===== src/rtl/mem_access_stage.sv =====
`default_nettype none
// ============================================================================
// Module   : mem_access_stage
// Purpose  : Pipeline memory stage between the EX/MEM and MEM/WB registers.
//            Performs word/halfword/byte loads and stores against a data
//            memory using a req/ack handshake with a variable number of wait
//            states. It raises a combinational stall while an access is
//            outstanding, and flags misaligned accesses with a one-cycle
//            align_fault pulse.
// Optional : `define MEM_TIMEOUT_EN to abort an access when no ack arrives
//            within TIMEOUT ACCESS cycles. The abort reuses align_fault as
//            the error pulse.
// Ports    : clk, rst (async, active high)
//            EX/MEM in : in_valid, RegWrite, MemRead, MemWrite, MentoReg,
//                        Loadop[2:0], Saveop[1:0], ALUresult[31:0],
//                        dataB[31:0], Regadd[4:0]
//            memory    : mem_req, mem_we, mem_addr[ADDR_W-1:0], mem_be[3:0],
//                        mem_wdata[31:0] (all registered); mem_rdata,
//                        mem_ack (inputs)
//            control   : stall (combinational), align_fault (pulse)
//            MEM/WB out: wb_valid, wb_RegWrite, wb_MentoReg, wb_ALUdata,
//                        wb_MEMdata, wb_Regadd (all registered)
// Revision : 1.0 - initial release
// ============================================================================
module mem_access_stage #(
  parameter int ADDR_W  = 32,
  parameter int TIMEOUT = 255
) (
  input  logic              clk,
  input  logic              rst,
  input  logic              in_valid,
  input  logic              RegWrite,
  input  logic              MemRead,
  input  logic              MemWrite,
  input  logic              MentoReg,
  input  logic [2:0]        Loadop,
  input  logic [1:0]        Saveop,
  input  logic [31:0]       ALUresult,
  input  logic [31:0]       dataB,
  input  logic [4:0]        Regadd,
  output logic              mem_req,
  output logic              mem_we,
  output logic [ADDR_W-1:0] mem_addr,
  output logic [3:0]        mem_be,
  output logic [31:0]       mem_wdata,
  input  logic [31:0]       mem_rdata,
  input  logic              mem_ack,
  output logic              stall,
  output logic              wb_valid,
  output logic              wb_RegWrite,
  output logic              wb_MentoReg,
  output logic [31:0]       wb_ALUdata,
  output logic [31:0]       wb_MEMdata,
  output logic [4:0]        wb_Regadd,
  output logic              align_fault
);

  typedef enum logic [0:0] {
    S_IDLE   = 1'b0,
    S_ACCESS = 1'b1
  } state_t;

  localparam logic [1:0] c_SZ_BYTE = 2'd0;
  localparam logic [1:0] c_SZ_HALF = 2'd1;
  localparam logic [1:0] c_SZ_WORD = 2'd2;

  state_t      r_state;

  // Fields captured when an access is issued; used to build MEM/WB on ack.
  logic [2:0]  r_loadop;
  logic [1:0]  r_off;
  logic        r_is_read;
  logic        r_mentoreg;
  logic        r_regwrite;
  logic [4:0]  r_regadd;
  logic [31:0] r_aludata;

`ifdef MEM_TIMEOUT_EN
  localparam int CNT_W = (TIMEOUT < 2) ? 1 : $clog2(TIMEOUT + 1);
  logic [CNT_W-1:0] r_cnt;
`endif

  // --------------------------------------------------------------------------
  // Request decode
  // --------------------------------------------------------------------------
  logic        w_memop;
  logic        w_is_read;
  logic [1:0]  w_size;
  logic        w_misaligned;
  logic        w_issue;
  logic [3:0]  w_be;
  logic [31:0] w_wdata;

  always_comb begin
    w_memop   = MemRead | MemWrite;
    // Read wins when both MemRead and MemWrite are set.
    w_is_read = MemRead;
    w_size    = c_SZ_WORD;
    if (w_is_read) begin
      case (Loadop)
        3'b001, 3'b010: w_size = c_SZ_BYTE;
        3'b011, 3'b100: w_size = c_SZ_HALF;
        default:        w_size = c_SZ_WORD;
      endcase
    end else begin
      case (Saveop)
        2'b01:   w_size = c_SZ_BYTE;
        2'b10:   w_size = c_SZ_HALF;
        default: w_size = c_SZ_WORD;
      endcase
    end

    w_misaligned = ((w_size == c_SZ_HALF) && ALUresult[0]) ||
                   ((w_size == c_SZ_WORD) && (ALUresult[1:0] != 2'b00));

    w_issue = (r_state == S_IDLE) && in_valid && w_memop && !w_misaligned;

    // Store data is lane-replicated, so the byte enables alone pick the lane.
    w_be    = 4'b1111;
    w_wdata = 32'd0;
    if (!w_is_read) begin
      case (w_size)
        c_SZ_BYTE: begin
          w_be    = 4'b0001 << ALUresult[1:0];
          w_wdata = {4{dataB[7:0]}};
        end
        c_SZ_HALF: begin
          w_be    = ALUresult[1] ? 4'b1100 : 4'b0011;
          w_wdata = {2{dataB[15:0]}};
        end
        default: begin
          w_be    = 4'b1111;
          w_wdata = dataB;
        end
      endcase
    end
  end

  // Upstream holds during the issue cycle and every ACCESS cycle without ack.
  assign stall = w_issue || ((r_state == S_ACCESS) && !mem_ack);

  // --------------------------------------------------------------------------
  // Load data alignment / extension
  // --------------------------------------------------------------------------
  logic [7:0]  w_byte;
  logic [15:0] w_half;
  logic [31:0] w_load;

  always_comb begin
    case (r_off)
      2'd0:    w_byte = mem_rdata[7:0];
      2'd1:    w_byte = mem_rdata[15:8];
      2'd2:    w_byte = mem_rdata[23:16];
      default: w_byte = mem_rdata[31:24];
    endcase
    w_half = r_off[1] ? mem_rdata[31:16] : mem_rdata[15:0];
    case (r_loadop)
      3'b001:  w_load = {{24{w_byte[7]}}, w_byte};
      3'b010:  w_load = {24'd0, w_byte};
      3'b011:  w_load = {{16{w_half[15]}}, w_half};
      3'b100:  w_load = {16'd0, w_half};
      default: w_load = mem_rdata;
    endcase
  end

  // --------------------------------------------------------------------------
  // Control FSM with registered outputs
  // --------------------------------------------------------------------------
  always_ff @(posedge clk or posedge rst) begin
    if (rst) begin
      r_state     <= S_IDLE;
      r_loadop    <= 3'd0;
      r_off       <= 2'd0;
      r_is_read   <= 1'b0;
      r_mentoreg  <= 1'b0;
      r_regwrite  <= 1'b0;
      r_regadd    <= 5'd0;
      r_aludata   <= 32'd0;
      mem_req     <= 1'b0;
      mem_we      <= 1'b0;
      mem_addr    <= '0;
      mem_be      <= 4'd0;
      mem_wdata   <= 32'd0;
      wb_valid    <= 1'b0;
      wb_RegWrite <= 1'b0;
      wb_MentoReg <= 1'b0;
      wb_ALUdata  <= 32'd0;
      wb_MEMdata  <= 32'd0;
      wb_Regadd   <= 5'd0;
      align_fault <= 1'b0;
`ifdef MEM_TIMEOUT_EN
      r_cnt       <= '0;
`endif
    end else begin
      align_fault <= 1'b0;
      case (r_state)
        S_IDLE: begin
          if (!in_valid) begin
            wb_valid <= 1'b0;
          end else if (!w_memop) begin
            wb_valid    <= 1'b1;
            wb_RegWrite <= RegWrite;
            wb_MentoReg <= MentoReg;
            wb_ALUdata  <= ALUresult;
            wb_MEMdata  <= 32'd0;
            wb_Regadd   <= Regadd;
          end else if (w_misaligned) begin
            // Retire the instruction without a register write.
            wb_valid    <= 1'b1;
            wb_RegWrite <= 1'b0;
            wb_MentoReg <= MentoReg;
            wb_ALUdata  <= ALUresult;
            wb_MEMdata  <= 32'd0;
            wb_Regadd   <= Regadd;
            align_fault <= 1'b1;
          end else begin
            r_state    <= S_ACCESS;
            r_loadop   <= Loadop;
            r_off      <= ALUresult[1:0];
            r_is_read  <= w_is_read;
            r_mentoreg <= MentoReg;
            r_regwrite <= RegWrite;
            r_regadd   <= Regadd;
            r_aludata  <= ALUresult;
            mem_req    <= 1'b1;
            mem_we     <= !w_is_read;
            mem_addr   <= {ALUresult[ADDR_W-1:2], 2'b00};
            mem_be     <= w_be;
            mem_wdata  <= w_wdata;
            wb_valid   <= 1'b0;
`ifdef MEM_TIMEOUT_EN
            r_cnt      <= '0;
`endif
          end
        end

        S_ACCESS: begin
          wb_valid <= 1'b0;
          if (mem_ack) begin
            r_state     <= S_IDLE;
            mem_req     <= 1'b0;
            mem_we      <= 1'b0;
            mem_be      <= 4'd0;
            wb_valid    <= 1'b1;
            wb_RegWrite <= r_regwrite;
            wb_MentoReg <= r_mentoreg;
            wb_ALUdata  <= r_aludata;
            wb_MEMdata  <= r_is_read ? w_load : 32'd0;
            wb_Regadd   <= r_regadd;
          end
`ifdef MEM_TIMEOUT_EN
          // This cycle is the TIMEOUT-th without an ack: abort.
          else if (r_cnt == CNT_W'(TIMEOUT - 1)) begin
            r_state     <= S_IDLE;
            mem_req     <= 1'b0;
            mem_we      <= 1'b0;
            mem_be      <= 4'd0;
            wb_valid    <= 1'b1;
            wb_RegWrite <= 1'b0;
            wb_MentoReg <= r_mentoreg;
            wb_ALUdata  <= r_aludata;
            wb_MEMdata  <= 32'd0;
            wb_Regadd   <= r_regadd;
            align_fault <= 1'b1;
          end else begin
            r_cnt <= r_cnt + 1'b1;
          end
`endif
        end

        default: r_state <= S_IDLE;
      endcase
    end
  end

endmodule
`default_nettype wire


===== config.mk =====
export PLATFORM = sky130hd
export DESIGN_NAME = mem_access_stage
export DESIGN_NICKNAME = d
export VERILOG_FILES = /design/src/rtl/mem_access_stage.sv
export SDC_FILE = /design/constraint.sdc
export NUM_CORES = 1
export LEC_CHECK = 0
export ABC_AREA = 1
export BUFFER_PORTS_ARGS = -buffer_cell sky130_fd_sc_hd__buf_2
export CORE_MARGIN = 5
export CORE_UTILIZATION = 40
export CTS_CLUSTER_SIZE = 30
export DETAILED_ROUTE_END_ITERATION = 16
export GPL_TIMING_DRIVEN = 0
export HOLD_SLACK_MARGIN = 0.1
export PLACE_DENSITY = 0.67
export SYNTH_ARGS = -nofsm -noshare
export SYNTH_HDL_FRONTEND = slang
export SYNTH_SLANG_ARGS = --single-unit

===== constraint.sdc =====
create_clock -name clk -period 6 [get_ports clk]
set_clock_uncertainty 0.2 [all_clocks]
set_input_delay 0.6 -clock clk [delete_from_list [all_inputs] [get_ports clk]]
set_output_delay 0.6 -clock clk [all_outputs]
set_load 0.005 [all_outputs]

* Word-level counts from Yosys, hierarchy flattened
Cells that the tools add are included.
Storage, ports and cells: bits in registers 187, output and inout port bits 144, input bits 114, logic and storage cells 126
Cells by class: shift-type cells 1, bitwise logic cells 3, equal/unequal tests 19, reductions and logical operators 19, mux-type cells 64
Operator list (count):
- 32-bit 2-to-1 mux | 10
- 32-bit case mux with 2 select lines | 3
- 32-bit case mux with 4 select lines | 1
- 1-bit 2-to-1 mux | 26
- 4-bit 2-to-1 mux | 6
- 8-bit case mux with 3 select lines | 1
- 5-bit 2-to-1 mux | 4
- 16-bit 2-to-1 mux | 1
- 4-bit case mux with 2 select lines | 2
- 3-bit by 2-bit equality test with 1-bit output, second input constant | 4
- 1-bit case mux with 2 select lines | 6
- 5-bit case mux with 2 select lines | 1
- 2-bit inequality test, second input constant | 4
- 2-bit case mux with 2 select lines | 2
- 4-bit AND reduction | 2
- 2-bit by 1-bit equality test with 1-bit output, second input constant | 3
- 2-bit equality test, second input constant | 3
- 3-bit by 1-bit equality test with 1-bit output, second input constant | 2
- 3-bit equality test, second input constant | 2
- 1-bit logical AND | 6
- 2-bit zero test | 2
- 2-bit OR reduction | 2
- 1-bit by 2-bit left shift with 4-bit output, first input constant | 1
- 1-bit zero test | 3
- other kinds (7) | 9

* Longest topological paths before layout
Gate-level depths: netlist (run 1).
depth in word-level cells 11, gate-level depth with buffers 13

* Least setup slack after synthesis (run 1)
No wires, ideal clock.
path type input to output, from input Saveop[0], to output stall, path slack 3.271 ns, data arrival time 1.929 ns, stages 11, path buffers 3, cell sequence inv_1 > ha_1 > or2_1 > nand2_2 > nand3_2 > and2_1 > buf_6 > nand2_8 > buf_8 > buf_6 > o21ai_0
On the way: longest elaborated chain between the ends 9, elaborated cells between the ends (all ways) 12
Ends and longest elaborated chain:
- start: declaration | line 37 | input logic [1:0] Saveop,
- 2-bit equality test / 2-bit by 1-bit equality test with 1-bit output (equally long branches) | line 106 | case (Saveop)
- 2-bit case mux with 2 select lines (*) | line 106
- 2-bit 2-to-1 mux (*) | line 99 | if (w_is_read) begin
- 2-bit by 1-bit equality test with 1-bit output / 2-bit equality test (equally long branches) | line 113, 114
- 1-bit logical AND, on equally long branches | line 113, 114
- 1-bit logical OR (*) | line 113 | w_misaligned = ((w_size == c_SZ_HALF) && ALUresult[0]) ||
- 1-bit zero test (*) | line 116 | w_issue = (r_state == S_IDLE) && in_valid && w_memop && !w_misaligned;
- 1-bit logical AND (*) | line 116
- 1-bit logical OR (*) | line 140 | assign stall = w_issue || ((r_state == S_ACCESS) && !mem_ack);
- end: declaration | line 48 | output logic stall,
Mark *: on every way between the ends. The rest lies on a longest branch, timed or not.

* Worst setup path in the final report (run 1)
Ends and elaborated chain as after synthesis.

==> flow_summary.toml, run 1 <==
[timing]
drv_slew = 0
rsz0062_at_grt = "false"
tightestPinTransition_ns = 0.701
setup_viol = 0
period_needed_ns = 3.09
fmax_mhz = 323
fin_tns_setup_ns = 0
finalHoldViolations = 0
relSlewSlack = 0.533
period_share = 0.515

[yosys]
synth_top_area_frac = 0.483
yosys.area.top_type = "dfrtp_1"
ys_seq_area_frac = 0.483
synth_area_mm2 = 0.00802
yosysUniqueCellTypes = 32
synth_seq_cells = 155
netlist_top_cells_count = "nand2_1 (335), dfrtp_1 (155), o21ai_0 (132), nand3_1 (97), nor2_1 (76)"
yosys_warnings = 0
synth_area_per_cell_um2 = 7.58
synth_top_cells_by_area = "dfrtp_1 (48%), nand2_1 (16%), o21ai_0 (8.2%)"
async_flop_share = 1.00
synth-edff-count = 0
synth_most_common_cell = "nand2_1"
synthFlopType = "dfrtp_1"
synthCells = 1059

[floorplan]
core_mm2 = 0.0196
fp.dieW_um = 152
die_h_um = 152
row_count = 51
start_util = 0.410
die_area_mm2 = 0.0230
io_pins = 258

[clock_network]
path_clk_slew_ns = 0.06
cts_setup_buffers = 0
clkSinkCount = 155
numCtsBuffers = 17
cts-root-buf = "clkbuf_16"
ctsHtreeMaxLevel = 4
worstSkewPairLatency_ns = 0.42
cts_resized = 0
cts_tree = "done"
hold_buffers = 1
cts_max_path_buffers = 2

[placed_design]
port_buffers = 255
place_area_mm2 = 0.00967
dp.cells = 1581
place.gp.congestion = 0.948
hpwlAfterDp_mm = 20.2

[route]
vias = 8056
routed_via_density = 4.98
drt_iter0_drc = 521
drt_pass1_iterations = 5
drc_errors = 0
ant_nets = 0
wire_per_inst_um = 16.5
drt-total-wl_mm = 26.7

[finish]
finish.utilization = 0.527
finalNetCount = 1451
nFillCells = 1978
drive_gt1_frac = 0.282
syn2layout_area_growth_pct = 28.7
final_cell_count_no_fill = 1617
multiInputGateArea_mm2 = 0.00333
final_area_mm2 = 0.0103
regArea_mm2 = 0.00388

[global_routing]
grt_max_degree = 90
antenna_found_initial = 5
grt_pass1_vias = 7698
grt_usage = 0.231
grt_pass1_wl_mm = 41.3
overflow = 0

[hold_path]
hp-class = "input port to register"

[critical_path]
cpMaxStageDelayCell = "or2_1"
crit_path_max_fanout = 10
worstSetupStartpoint = "Saveop[0]"
crit_end = "stall"
end_kind = "primary output"
cp-start-kind = "input port"
crit_type = "input port to primary output"
worst_ep_required_time_ns = 5.20
reg2reg_slack_ns = 3.58
reg2reg_to = "wb_MEMdata[7]$_DFFE_PP0P_"
r2r_start = "r_state$_DFF_PP0_"
cp.arrival_ns = 2.29
slowest_delay_ns = 0.24
cp_cell_sequence = "buf_2 -> inv_1 -> ha_1 -> or2_1 -> nand2_2 -> nand3_2 -> and2_1 -> buf_6 -> nand2_8 -> buf_8 -> buf_6 -> o21ai_0 -> buf_2"
reg2regPathDepth = 6

[power_and_ir_drop]
cellPowerDensity_mw_per_mm2 = 402
leakagePower_uw = 0.00575
irDropWorstVdd_mv = 0.216
finalPower_uw = 4150

[flow_run]
drv_cap = 0

[run_status]
status = "finished clean"
[how the worst min path moves through the flow]
stage | from | end | slack [ns] | cells after the start
finish | mem_ack | r_state$_DFF_PP0_ | 0.20 | 2
global route | mem_ack | r_state$_DFF_PP0_ | 0.21 | 2
CTS | mem_ack | r_state$_DFF_PP0_ | 0.19 | 2
detailed placement | r_regwrite$_DFFE_PP0P_ | r_regwrite$_DFFE_PP0P_ | 0.26 | 2
global placement | r_regwrite$_DFFE_PP0P_ | r_regwrite$_DFFE_PP0P_ | 0.26 | 2
floorplan | r_regwrite$_DFFE_PP0P_ | r_regwrite$_DFFE_PP0P_ | 0.24 | 2
[cell families after synthesis]
| family | count (synthesis) | synth area share |
|---|---|---|
| fa+ha+maj | 1 | 0.00156 |
| simple gates | 554 | 0.295 |
| buf+inv | 164 | 0.102 |
| flops | 155 | 0.483 |
| compound gates | 184 | 0.118 |
| other cells | 1 | 0.000467 |
[layout by cell type, fill, tap and decap left out, types with 4 or more instances in the layout]
master,instances
nand2_1,335
buf_2,274
dfrtp_1,155
o21ai_0,132
nand3_1,97
nor2_1,76
inv_1,64
clkbuf_1,33
o21ai_1,32
buf_4,32
clkbuf_16,17
or2_2,14
a21oi_1,10
nand3b_1,9
nand3_2,7
buf_6,6
buf_1,5
nand2_2,4
bufinv_16,4
[final cells by class]
cell class	count	share of cell area
inverter	68	0.0254
multi-input combinational	741	0.323
tap	265	0.0321
buffer	96	0.0543
clock buffer	19	0.0438
antenna	3	0.000727
timing repair buffer	257	0.127
clock inverter	13	0.0183
sequential	155	0.375
[power by group]
group,leakage [uW],internal (uW),switching [uW]
combinational,0.00344,593,831
sequential,0.00200,1340,200
clock,0.000310,722,457
total,0.00575,2660,1490
[sequential cells by signal, summed over array words and instances (netlist names), 3 cells and up]
register / cells
r_loadop: 3
wb_MEMdata: 32
mem_be: 4
mem_wdata: 32
r_aludata: 30
wb_ALUdata: 32
wb_Regadd: 5
r_regadd: 5
[stage by stage]
stage | hold WS, ns | setup WS, ns
after global placement | 0.255 | -0.986
after detailed placement | 0.260 | 2.87
after floorplan | 0.242 | 1.02
after global routing | 0.206 | 2.77
after CTS | 0.192 | 2.87
final | 0.202 | 2.91
[routing by layer]
metal  GRT usage  routed length (um)
met3      0.0669                2350
met2       0.378               12700
met1       0.300               11200
met5           0                  25
met4      0.0638                 507
[worst max-delay path, delay by kind of cell]
kind,cells,cell delay [ns]
and+or+nand+nor,5,0.69
buffers and inverters,6,0.72
AOI/OAI and AO/OA,1,0.09
adders and majority gates,1,0.18
Power figures use the tool's default switching activity.
==> inputs of run 2 (changes only) <==
--- a/config.mk
+++ b/config.mk
@@ -13,7 +13,7 @@
 export DETAILED_ROUTE_END_ITERATION = 16
 export GPL_TIMING_DRIVEN = 0
 export HOLD_SLACK_MARGIN = 0.1
-export PLACE_DENSITY = 0.67
+export PLACE_DENSITY = 0.7
 export SYNTH_ARGS = -nofsm -noshare
 export SYNTH_HDL_FRONTEND = slang
 export SYNTH_SLANG_ARGS = --single-unit
==> constraint.sdc (replaced) <==
create_clock -name clk -period 2.5 [get_ports clk]
set_clock_uncertainty 0.2 [all_clocks]
set_input_delay 0.25 -clock clk [delete_from_list [all_inputs] [get_ports clk]]
set_output_delay 0.25 -clock clk [all_outputs]
set_load 0.005 [all_outputs]
==> run 2 against run 1 <==
Sequential cell count stayed put. Critical path depth shrank 1. Setup slack got worse by 2.7 ns. Total power rose by 140%. Register-to-register slack got worse by 3.3 ns. Non-clock buffer count increased by 116. Combinational power grew to 2.5 times the previous value. Largest cell class unchanged.
==> flow_summary.toml, run 2 (synthesis results as in run 1) <==
[clock_network]
path_clk_slew_ns = 0.06
clkSinkCount = 155
cts-root-buf = "clkbuf_16"
numCtsBuffers = 17
worstSkewPairLatency_ns = 0.43
cts_tree = "done"
ctsHtreeMaxLevel = 4
cts_max_path_buffers = 2

[floorplan]
die_area_mm2 = 0.0230
row_count = 51
io_pins = 258
start_util = 0.410
fp.dieW_um = 152
die_h_um = 152
core_mm2 = 0.0196

[placed_design]
hpwlAfterDp_mm = 20.6
pre_cts_ws_ns = 0.0841
place.gp.congestion = 0.951
port_buffers = 255

[critical_path]
crit_path_max_fanout = 19
critPathTopFamily = "simple AND/OR/NAND/NOR gates"
end_kind = "primary output"
worstPathBufferInverterCount = 5
timing.critical_path.mode_cell = "buf_2"
cp-start-kind = "input port"
crit_type = "input port to primary output"
slowest_delay_ns = 0.25
worst_ep_required_time_ns = 2.05
cpMaxStageDelayCell = "or2_1"
cp.arrival_ns = 1.86
cp_cell_sequence = "buf_2 -> inv_1 -> ha_1 -> or2_1 -> nand2_2 -> nand3_2 -> and2_1 -> buf_6 -> nand2_8 -> buf_8 -> o21ai_0 -> buf_2"
reg2reg_slack_ns = 0.26

[finish]
drive_gt1_frac = 0.260
layout_common_cells = "nand2_1 (334), buf_2 (274), dfrtp_1 (155)"
final_common_cell = "nand2_1"
regArea_mm2 = 0.00388
top_regs = "mem_wdata: 32 flops, wb_ALUdata: 32 flops, wb_MEMdata: 32 flops"
syn2layout_area_growth_pct = 43.0
nFillCells = 1809
finalNetCount = 1567
multiInputGateArea_mm2 = 0.00334

[timing]
holdWs_ns = 0.128
timing.final.ws_setup_ns = 0.192
tightestPinTransition_ns = 0.897
rsz0062_at_grt = "false"
relSlewSlack = 0.401
finalHoldViolations = 0
setup_viol = 0
fmax_mhz = 433
drv_slew = 0
period_needed_ns = 2.31
period_share = 0.923

[route]
drc_errors = 0
drt_pass1_iterations = 6
drt_iter0_drc = 560
routed_via_density = 4.95
wire_per_inst_um = 16.6
ant_nets = 0
drt-total-wl_mm = 28.7
vias = 8568

[power_and_ir_drop]
leakagePower_uw = 0.00623
cellPowerDensity_mw_per_mm2 = 875
irDropWorstVdd_mv = 0.505

[global_routing]
grt_max_degree = 43
grt_usage = 0.247
antenna_found_initial = 3
overflow = 0
grt_pass1_wl_mm = 44.2
grt_pass1_vias = 8368

[flow_run]
drv_cap = 0

[run_status]
status = "finished clean"

[hold_path]
hp-class = "input port to register"
run 2: cell types whose count changed in the layout (fill, tap and decap cells not counted), moves of 2 or more:
cell and change:
clkbuf_1 +2, buf_12 +3, dlygate4sd3_1 +114, inv_6 -2
run 2: final timing paths:
kind,startpoint,endpoint,cells after the start
worst max-delay path,Saveop[0],stall,12
worst min-delay path,mem_rdata[1],wb_MEMdata[1]$_DFFE_PP0P_,5
worst max register to register,r_aludata[1]$_DFFE_PP0P_,wb_MEMdata[24]$_DFFE_PP0P_,10
worst min register to register,r_regwrite$_DFFE_PP0P_,r_regwrite$_DFFE_PP0P_,2
max in group asynchronous,rst,wb_MEMdata[18]$_DFFE_PP0P_,4
min in group asynchronous,rst,r_aludata[6]$_DFFE_PP0P_,3
run 2: cell type report:
class / count / area share
timing repair buffer: 374 / 0.217
clock buffer: 20 / 0.0389
antenna: 3 / 0.000654
multi-input combinational: 741 / 0.291
buffer: 95 / 0.0479
inverter: 68 / 0.0226
sequential: 155 / 0.338
clock inverter: 11 / 0.0148
tap: 265 / 0.0289
run 2: what timing repair did:
item	in CTS	in global routing
pin swaps	1	1
endpoints found under the setup margin	1	1
setup buffers	1	0
hold endpoints to repair	181	0
hold buffers	115	0
resized for setup	0	1
run 2: through the flow:
step           TNS (ns)  instance area [um2]  total power, uW  instances  utilization
2_1_floorplan         0                 8030             5670       1060            -
3_3_place_gp    -149.48                 9640             7090       1580        0.492
3_5_place_dp          0                 9700             7170       1583        0.495
4_1_cts               0                11500            10100       1730        0.586
5_1_grt               0                11500            10700       1732        0.586
6_report              0                11500            10000       1732        0.586
run 2: report_power, final:
part / internal [uW] / total (uW) / switching [uW]
sequential: 3230 / 3700 / 476
clock: 1690 / 2740 / 1040
combinational: 1550 / 3600 / 2050
run 2: per-layer routing:
metal  vias to the layer above  track usage  wire length [um]
li1                       4158            -                 -
met1                      3999        0.302             11400
met2                       364        0.423             14200
met3                        47       0.0622              2270
met4                         0       0.0876               747
met5                         -            0                 0
run 2: worst min-delay path, delay by kind of cell:
kind | cells | cell delay (ns)
AO/OA/AOI/OAI | 1 | 0.17
AND/OR/NAND/NOR | 3 | 0.17
buffers and inverters | 1 | 0.12
==> inputs of run 3 (changes only) <==
--- a/config.mk
+++ b/config.mk
@@ -6,14 +6,15 @@
 export NUM_CORES = 1
 export LEC_CHECK = 0
 export ABC_AREA = 1
-export BUFFER_PORTS_ARGS = -buffer_cell sky130_fd_sc_hd__buf_2
+export CORE_ASPECT_RATIO = 1.1
 export CORE_MARGIN = 5
-export CORE_UTILIZATION = 40
+export CORE_UTILIZATION = 58
 export CTS_CLUSTER_SIZE = 30
 export DETAILED_ROUTE_END_ITERATION = 16
+export DONT_BUFFER_PORTS = 1
 export GPL_TIMING_DRIVEN = 0
 export HOLD_SLACK_MARGIN = 0.1
-export PLACE_DENSITY = 0.7
+export PLACE_DENSITY = 0.78
 export SYNTH_ARGS = -nofsm -noshare
 export SYNTH_HDL_FRONTEND = slang
 export SYNTH_SLANG_ARGS = --single-unit
==> run 3 against run 2 <==
Critical path depth fell by 4. Via count fell by 6.7%. Clock power fell by 9.5%. Utilization rose by 16 points. Combinational power fell by 21%. Maximum frequency fell by 4.0%. Critical path type is now register to primary output. Largest power group unchanged. Highest routed layer unchanged.
==> flow_summary.toml, run 3 (synthesis results as in run 1) <==
[run_status]
status = "finished clean"

[critical_path]
worstPathBufferInverterCount = 4
reg2regPathDepth = 6
slowest_delay_ns = 0.36
cp-start-kind = "register"
r2r_start = "r_state$_DFF_PP0_"
reg2reg_slack_ns = 0.16
end_kind = "primary output"
crit_path_max_fanout = 10
worst_ep_required_time_ns = 2.05
cpMaxStageDelayCell = "dfrtp_1"
critPathTopFamily = "buffers and inverters"
crit_cells = 8
cp.arrival_ns = 1.95
crit_type = "register to primary output"
cp_cell_sequence = "buf_2 -> inv_2 -> nand2_1 -> nor2_4 -> nand2_8 -> buf_8 -> buf_6 -> o21ai_2"
reg2reg_to = "wb_MEMdata[5]$_DFFE_PP0P_"

[finish]
final_cell_count_no_fill = 1413
finalNetCount = 1325
final_area_mm2 = 0.0102
syn2layout_area_growth_pct = 27.1
drive_gt1_frac = 0.107
finish.utilization = 0.745
top_regs = "mem_wdata: 32 flops, wb_ALUdata: 32 flops, wb_MEMdata: 32 flops"
layout_common_cells = "nand2_1 (335), dfrtp_1 (155), o21ai_0 (131)"
final_common_cell = "nand2_1"

[floorplan]
die_area_mm2 = 0.0163
io_pins = 258
start_util = 0.586
fp.dieW_um = 122
die_h_um = 133
core_mm2 = 0.0137
row_count = 45

[global_routing]
overflow = 0
grt_max_degree = 44
antenna_found_initial = 1
grt_pass1_vias = 8129
grt_pass1_wl_mm = 43.6
grt_usage = 0.345

[clock_network]
cts-root-buf = "clkbuf_16"
numCtsBuffers = 17
worstSkewPairLatency_ns = 0.42
cts_tree = "done"
clkSinkCount = 155
ctsHtreeMaxLevel = 4
cts_max_path_buffers = 2
path_clk_slew_ns = 0.06

[placed_design]
place_area_mm2 = 0.00835
port_buffers = 0
hpwlAfterDp_mm = 18.6
dp.cells = 1252
place.gp.congestion = 0.915

[timing]
setup_viol = 0
fmax_mhz = 416
period_share = 0.961
tightestPinTransition_ns = 0.643
holdWs_ns = 0.128
relSlewSlack = 0.571
finalHoldViolations = 0
period_needed_ns = 2.40
drv_slew = 0
rsz0062_at_grt = "false"

[hold_path]
min-delay-start = "mem_rdata[27]"
min_path_cells = 6
holdPathEnd = "wb_MEMdata[3]$_DFFE_PP0P_"
hp-class = "input port to register"

[route]
drt_pass1_iterations = 5
drc_errors = 0
vias = 7992
drt-total-wl_mm = 27.9
routed_via_density = 5.66
wire_per_inst_um = 19.7
ant_nets = 0
drt_iter0_drc = 866

[power_and_ir_drop]
cellPowerDensity_mw_per_mm2 = 907
finalPower_uw = 9250
irDropWorstVdd_mv = 0.541
leakagePower_uw = 0.00513

[flow_run]
drv_cap = 0
run 3: cell types whose count changed in the layout (fill, tap and decap cells not counted), moves of 2 or more:
cell,change
buf_2,-255
bufinv_16,-3
clkbuf_8,+2
clkinv_4,-2
clkinvlp_4,+2
dlygate4sd3_1,+11
inv_1,-2
inv_2,+2
run 3: per-layer routing:
metal / GRT usage / share of wire
met3: 0.110 / 0.10
met5: 0 / 0
met4: 0.162 / 0.046
met1: 0.399 / 0.36
met2: 0.581 / 0.50
run 3: final cells by class:
type / instances / area, um2
Antenna cell: 2 / 5.00
Timing Repair Buffer: 131 / 1360
Buffer: 96 / 561
Tap cell: 188 / 235
Multi-Input combinational cell: 741 / 3340
Clock buffer: 22 / 474
Fill cell: 1014 / 3480
Sequential cell: 155 / 3880
Clock inverter: 10 / 91.3
Inverter: 68 / 259
run 3: metrics by stage:
| step | TNS, ns | setup slack (ns) |
|---|---|---|
| floorplan | 0 | 0.0911 |
| global placement | -110.46 | -0.730 |
| detailed placement | 0 | 0.213 |
| CTS | 0 | 0.00825 |
| global route | 0 | 0.00628 |
| finish | 0 | 0.0964 |
run 3: worst min-delay path, stage by stage:
cell and delay, ns:
o21ai_0 0.14, a21oi_1 0.06, nor2_1 0.10, a21oi_1 0.07, nand2_1 0.06, nand2_1 0.04
run 3: timing repair:
item                                   4_1_cts  5_1_grt
setup endpoints to repair                    0        1
buffers inserted                             0        1
endpoints found under the hold margin      225        0
hold buffers                               126        0
gates resized for setup                      0        4
run 3: power breakdown:
| part | leakage, uW | internal (uW) | switching [uW] |
|---|---|---|---|
| sequential | 0.00200 | 3230 | 704 |
| clock | 0.000276 | 1450 | 1040 |
| combinational | 0.00286 | 1100 | 1730 |
| total | 0.00513 | 5780 | 3470 |
run 3: how the worst max path moves through the flow:
stage                                end               from
6_report                           stall  r_state$_DFF_PP0_
5_1_grt                            stall  r_state$_DFF_PP0_
4_1_cts                            stall       ALUresult[1]
3_5_place_dp   wb_MEMdata[5]$_DFFE_PP0P_  r_state$_DFF_PP0_
3_3_place_gp          wb_valid$_DFF_PP0_                rst
2_1_floorplan      align_fault$_DFF_PP0_                rst
